$ cat src/rtl/sync_xfer_arbiter.sv
// Round-robin arbiter plus four-phase handshake sequencer sharing one CDC transfer
// channel among NREQ requesters, with per-phase timeout and completion reporting.
module sync_xfer_arbiter #(
  parameter int NREQ    = 4,
  parameter int DW      = 8,
  parameter int TIMEOUT = 255,
  parameter int TW      = 8,
  localparam int OW     = $clog2(NREQ)
) (
  input  logic               clk,
  input  logic               reset,
  input  logic [NREQ-1:0]    req_i,
  input  logic [NREQ*DW-1:0] data_i,
  output logic [NREQ-1:0]    done_o,
  output logic [NREQ-1:0]    err_o,
  output logic               chan_req_o,
  output logic [DW-1:0]      chan_data_o,
  input  logic               chan_ack_i,
  output logic               busy_o,
  output logic [OW-1:0]      owner_o
);

  typedef enum logic [2:0] {IDLE, REQ, REL, ERR, DRAIN} state_t;

  state_t          state, state_nxt;
  logic            ack_m, ack_s;
  logic [TW-1:0]   timer;
  logic            timeout;
  logic [OW-1:0]   ptr, pick, ptr_inc;
  logic [OW:0]     scan_idx;
  logic            any_req;
  logic [DW-1:0]   pick_data;

  // Two-flop synchronizer for the far-domain acknowledge
  always_ff @(posedge clk or posedge reset) begin
    if (reset) begin
      ack_m <= 1'b0;
      ack_s <= 1'b0;
    end else begin
      ack_m <= chan_ack_i;
      ack_s <= ack_m;
    end
  end

  // Scan upward from ptr with wrap; the first set request wins
  always_comb begin
    pick     = ptr;
    any_req  = 1'b0;
    scan_idx = '0;
    for (int i = 0; i < NREQ; i++) begin
      scan_idx = {1'b0, ptr} + (OW+1)'(i);
      if (scan_idx >= (OW+1)'(NREQ)) scan_idx = scan_idx - (OW+1)'(NREQ);
      if (!any_req && req_i[scan_idx[OW-1:0]]) begin
        any_req = 1'b1;
        pick    = scan_idx[OW-1:0];
      end
    end
  end

  always_comb begin
    pick_data = '0;
    for (int k = 0; k < NREQ; k++) begin
      if (pick == OW'(k)) pick_data = data_i[k*DW +: DW];
    end
  end

  assign ptr_inc = (owner_o == OW'(NREQ-1)) ? '0 : owner_o + 1'b1;
  assign timeout = (timer == TW'(TIMEOUT));
  assign busy_o  = (state != IDLE);

  always_ff @(posedge clk or posedge reset) begin
    if (reset) state <= IDLE;
    else       state <= state_nxt;
  end

  // Acknowledge edges take priority over a coincident timeout
  always_comb begin
    state_nxt = state;
    done_o    = '0;
    err_o     = '0;
    case (state)
      IDLE:  if (any_req) state_nxt = REQ;
      REQ: begin
        if (ack_s)        state_nxt = REL;
        else if (timeout) state_nxt = ERR;
      end
      REL: begin
        if (!ack_s) begin
          state_nxt       = IDLE;
          done_o[owner_o] = 1'b1;
        end else if (timeout) begin
          state_nxt = ERR;
        end
      end
      ERR: begin
        err_o[owner_o] = 1'b1;
        state_nxt      = DRAIN;
      end
      DRAIN: if (!ack_s) state_nxt = IDLE;
      default: state_nxt = IDLE;
    endcase
  end

  always_ff @(posedge clk or posedge reset) begin
    if (reset) begin
      chan_req_o  <= 1'b0;
      chan_data_o <= '0;
      owner_o     <= '0;
      ptr         <= '0;
      timer       <= '0;
    end else begin
      chan_req_o <= (state_nxt == REQ);
      if (state == IDLE && any_req) begin
        owner_o     <= pick;
        chan_data_o <= pick_data;
      end
      if ((state == REL && !ack_s) || state == ERR) ptr <= ptr_inc;
      // Timer restarts on each phase entry and saturates at TIMEOUT
      if (state_nxt != state && (state_nxt == REQ || state_nxt == REL))
        timer <= '0;
      else if ((state == REQ || state == REL) && !timeout)
        timer <= timer + 1'b1;
    end
  end

endmodule

$ cat config.mk
export PLATFORM = sky130hd
export DESIGN_NAME = sync_xfer_arbiter
export DESIGN_NICKNAME = d
export VERILOG_FILES = /design/src/rtl/sync_xfer_arbiter.sv
export SDC_FILE = /design/constraint.sdc
export NUM_CORES = 1
export LEC_CHECK = 0
export ABC_AREA = 1
export BUFFER_PORTS_ARGS = -buffer_cell sky130_fd_sc_hd__buf_2
export CAP_MARGIN = 0
export CORE_ASPECT_RATIO = 1.4
export CORE_MARGIN = 8
export CORE_UTILIZATION = 40
export DETAILED_ROUTE_END_ITERATION = 10
export SYNTH_ARGS = -nofsm -noshare
export SYNTH_HDL_FRONTEND = slang
export SYNTH_SLANG_ARGS = --single-unit
$ cat constraint.sdc
create_clock -name clk -period 2.7 [get_ports clk]
set_clock_uncertainty 0.15 [all_clocks]
set_input_delay 0.81 -clock clk [delete_from_list [all_inputs] [get_ports clk]]
set_output_delay 0.81 -clock clk [all_outputs]
set_load 0.005 [all_outputs]
==> key figures <==
STA
  – Max Slew Vio Count: 0
  – Post-layout min period: 2.35 ns
  – Fmax: 0.425 GHz
  – Tcrit/Tclk final: 87.1%
  – Final WS setup: 0.348 ns
  – Worst-margin pin slew: 0.435 ns
  – Unrepaired setup endpoints after global routing: false
  – Final hold violations: 0
  – Setup TNS: 0 ns
  – Max-slew headroom: 70.7%
  – Final Setup Violations: 0
  – Hold_ws: 0.209 ns

Power
  – Max VDD drop: 507 µV
  – Leak Pwr: 1.27 nW
  – Pwr Total: 0.00296 W
  – PwrDens: 1260 nW/µm²

Floorplanning
  – Die X: 75.5 µm
  – Die area: 7500 µm²
  – Initial Util: 41.3%
  – Core Area: 4800 µm²
  – IO Count: 59
  – Die height: 99.3 µm
  – FP Rows: 30

Critical path
  – CP Capture Type: flip-flop
  – CP Max Fanout: 13
  – Worst r2r src: ptr[0]
  – Worst Setup Path Type: reg -> reg
  – Worst Setup Start Kind: flip-flop
  – Flop2flop setup slack: 0.35 ns
  – WP data required: 2.72 ns
  – RR Endpoint: chan_data_o[5]
  – CP arrival: 2.37 ns
  – R2R depth: 16

Min path
  – HP Class: reg -> reg
  – WHS Path Cells: 0
  – Hold Path End: ack_s
  – Hold_sp: ack_m

Global routing
  – First-pass GRT wire length: 8230 µm
  – All-Layer GR Usage: 13.5%
  – Largest net degree at the start of global routing: 27
  – GRT overflow: 0
  – Vias in the first global route: 1,845
  – Initial antenna violation count: 0

CTS
  – Clk slew on worst S/H paths: 0.09 ns
  – Post-CTS setup buffer count: 0
  – Clock Path Buffers: 2
  – Clk_lat worst skew: 0.27 ns
  – CTS tree: yes
  – CTS Buf Count: 3
  – Clock Sinks: 26
  – H-tree Lvls: 1
  – Root Buffer: clkbuf_8

Synth
  – Mean Syn Cell Area: 7.31 µm²
  – Post-Syn Area: 1980 µm²
  – Register area share after synthesis: 32.8%
  – Area contributors post-synth: dfrtp_1, nand2_1, nand4_1
  – Flops & latches, synth: 26
  – Syn_nets: 315
  – Synthesized instance count: 271
  – Synth area leader: dfrtp_1
  – Count of different cell masters after synthesis: 31
  – Ys Warns: 0
  – Top-area cell type share of the netlist area: 32.8%

Final layout
  – Fillers: 524
  – Final nets: 372
  – Commonest non-fill, non-tap cell in the layout: nand2_1
  – Share of cells above drive strength 1: 29.4%
  – Most frequent cells in the layout: nand2_1, buf_2, inv_1
  – P&R area growth vs syn: 18.8%
  – Area of the multi-input gates: 1130 µm²
  – Sequential Area: 652 µm²
  – # diodes: 0

Drt
  – Number of DRC markers in iteration 0: 73
  – DRT antenna net count: 0
  – DR WL/cell: 12.4 µm
  – Initial DRT Pass Iterations: 4
  – Final wirelength: 4830 µm
  – Via count: 1,890
  – Via/cell ratio: 4.83
  – # DRC: 0

Placed design
  – Final RePlAce weighted congestion: 0.784
  – Hpwl dp: 3830 µm
  – IO Port Bufs: 58
  – Setup WS pre-CTS: 0.0953 ns

Run status
  – Status: completed

Job
  – Max-Cap Viols: 0
==> power by group <==
part | total (W) | switching (W) | internal (W)
clock network | 0.000250 | 0.000120 | 0.000130
logic | 0.00205 | 0.00135 | 0.000696
registers | 0.000662 | 0.000128 | 0.000534
==> registers in the layout (all words and copies together) (netlist names) <==
| register | cells |
|---|---|
| ack_m | 1 |
| ack_s | 1 |
| chan_data_o | 8 |
| chan_req_o | 1 |
| owner_o | 2 |
| ptr | 2 |
| state | 3 |
| timer | 8 |
==> how the worst max path moves through the flow <==
| stage | start | slack, ns | end |
|---|---|---|---|
| 2_1_floorplan | req_i[2] | 0.49 | chan_data_o[0] |
| 3_3_place_gp | req_i[1] | 0.13 | chan_data_o[3] |
| 3_5_place_dp | req_i[3] | 0.1 | chan_data_o[3] |
| 4_1_cts | ptr[0] | 0.18 | chan_data_o[4] |
| 5_1_grt | ptr[0] | 0.02 | chan_data_o[6] |
| 6_report | ptr[0] | 0.35 | chan_data_o[5] |
==> through the flow <==
stage	util [%]	cell area [µm²]	cells
6_report	49.0	2350	391
5_1_grt	49.0	2350	391
4_1_cts	49.0	2350	391
3_5_place_dp	47.8	2300	387
3_3_place_gp	47.8	2300	387
2_1_floorplan	-	1980	271
==> layer usage <==
layer,GRT usage [%],vias to the layer above,part of all wire [%]
li1,-,1003,-
met1,17.7,835,45
met2,21.4,47,47
met3,3.73,5,6.4
met4,2.67,0,0.70
met5,0,-,0
==> kinds of logic (layout without fill, tap and decap cells) <==
family,after synthesis,in the layout,share of synthesized area [%]
simple gates,159,159,40.3
buf+inv,42,98,10.2
compound gates,30,30,9.09
flops,26,26,32.8
xor+xnor,8,8,3.91
fa+ha+maj,5,5,3.16
mux,1,1,0.505
==> critical path, cell delays in order, from the launching register on <==
cell     delay, ns
dfrtp_2       0.51
inv_2         0.22
nand2_1       0.08
nand2_1       0.14
nand2_2       0.09
nand2_4       0.10
nand3_2       0.08
nand2_1       0.07
nand2_1       0.04
nand2_1       0.07
nand2_2       0.07
nand2_4       0.14
nand2_4       0.13
o21ai_0       0.21
inv_2         0.04
nand2_1       0.06
nand2_1       0.04
==> final cells by class <==
type / count / area share (%)
clock buffer: 4 / 2.34
inverter: 33 / 5.26
sequential: 26 / 27.7
tap: 64 / 3.40
timing repair buffer: 61 / 13.3
multi-input combinational: 203 / 48.0
==> Yosys cell counts <==
master,n
dfrtp_1,26
clkbuf_1,1
nand3_1,24
nand2_4,7
xor2_2,1
o21ai_1,6
o22ai_2,1
nand3_2,2
o21ai_0,9
o21ai_2,1
buf_2,2
nand2_1,71
o211ai_4,1
nor2_2,1
nor3_1,2
nor2_1,21
nand2_2,6
mux2i_1,1
xnor2_1,4
nand4_1,22
nand3b_2,1
ha_1,5
nand4_2,1
inv_2,7
inv_1,26
a21oi_1,11
buf_4,1
nor2_8,1
o31ai_1,1
xor2_1,3
buf_6,5
==> what timing repair did <==
| item | in CTS | in global routing |
|---|---|---|
| hold buffers | 0 | 0 |
| setup endpoints to repair | 0 | 3 |
| resized for setup | 0 | 1 |
| endpoints found under the hold margin | 0 | 0 |
Power figures use the tool's default switching activity.
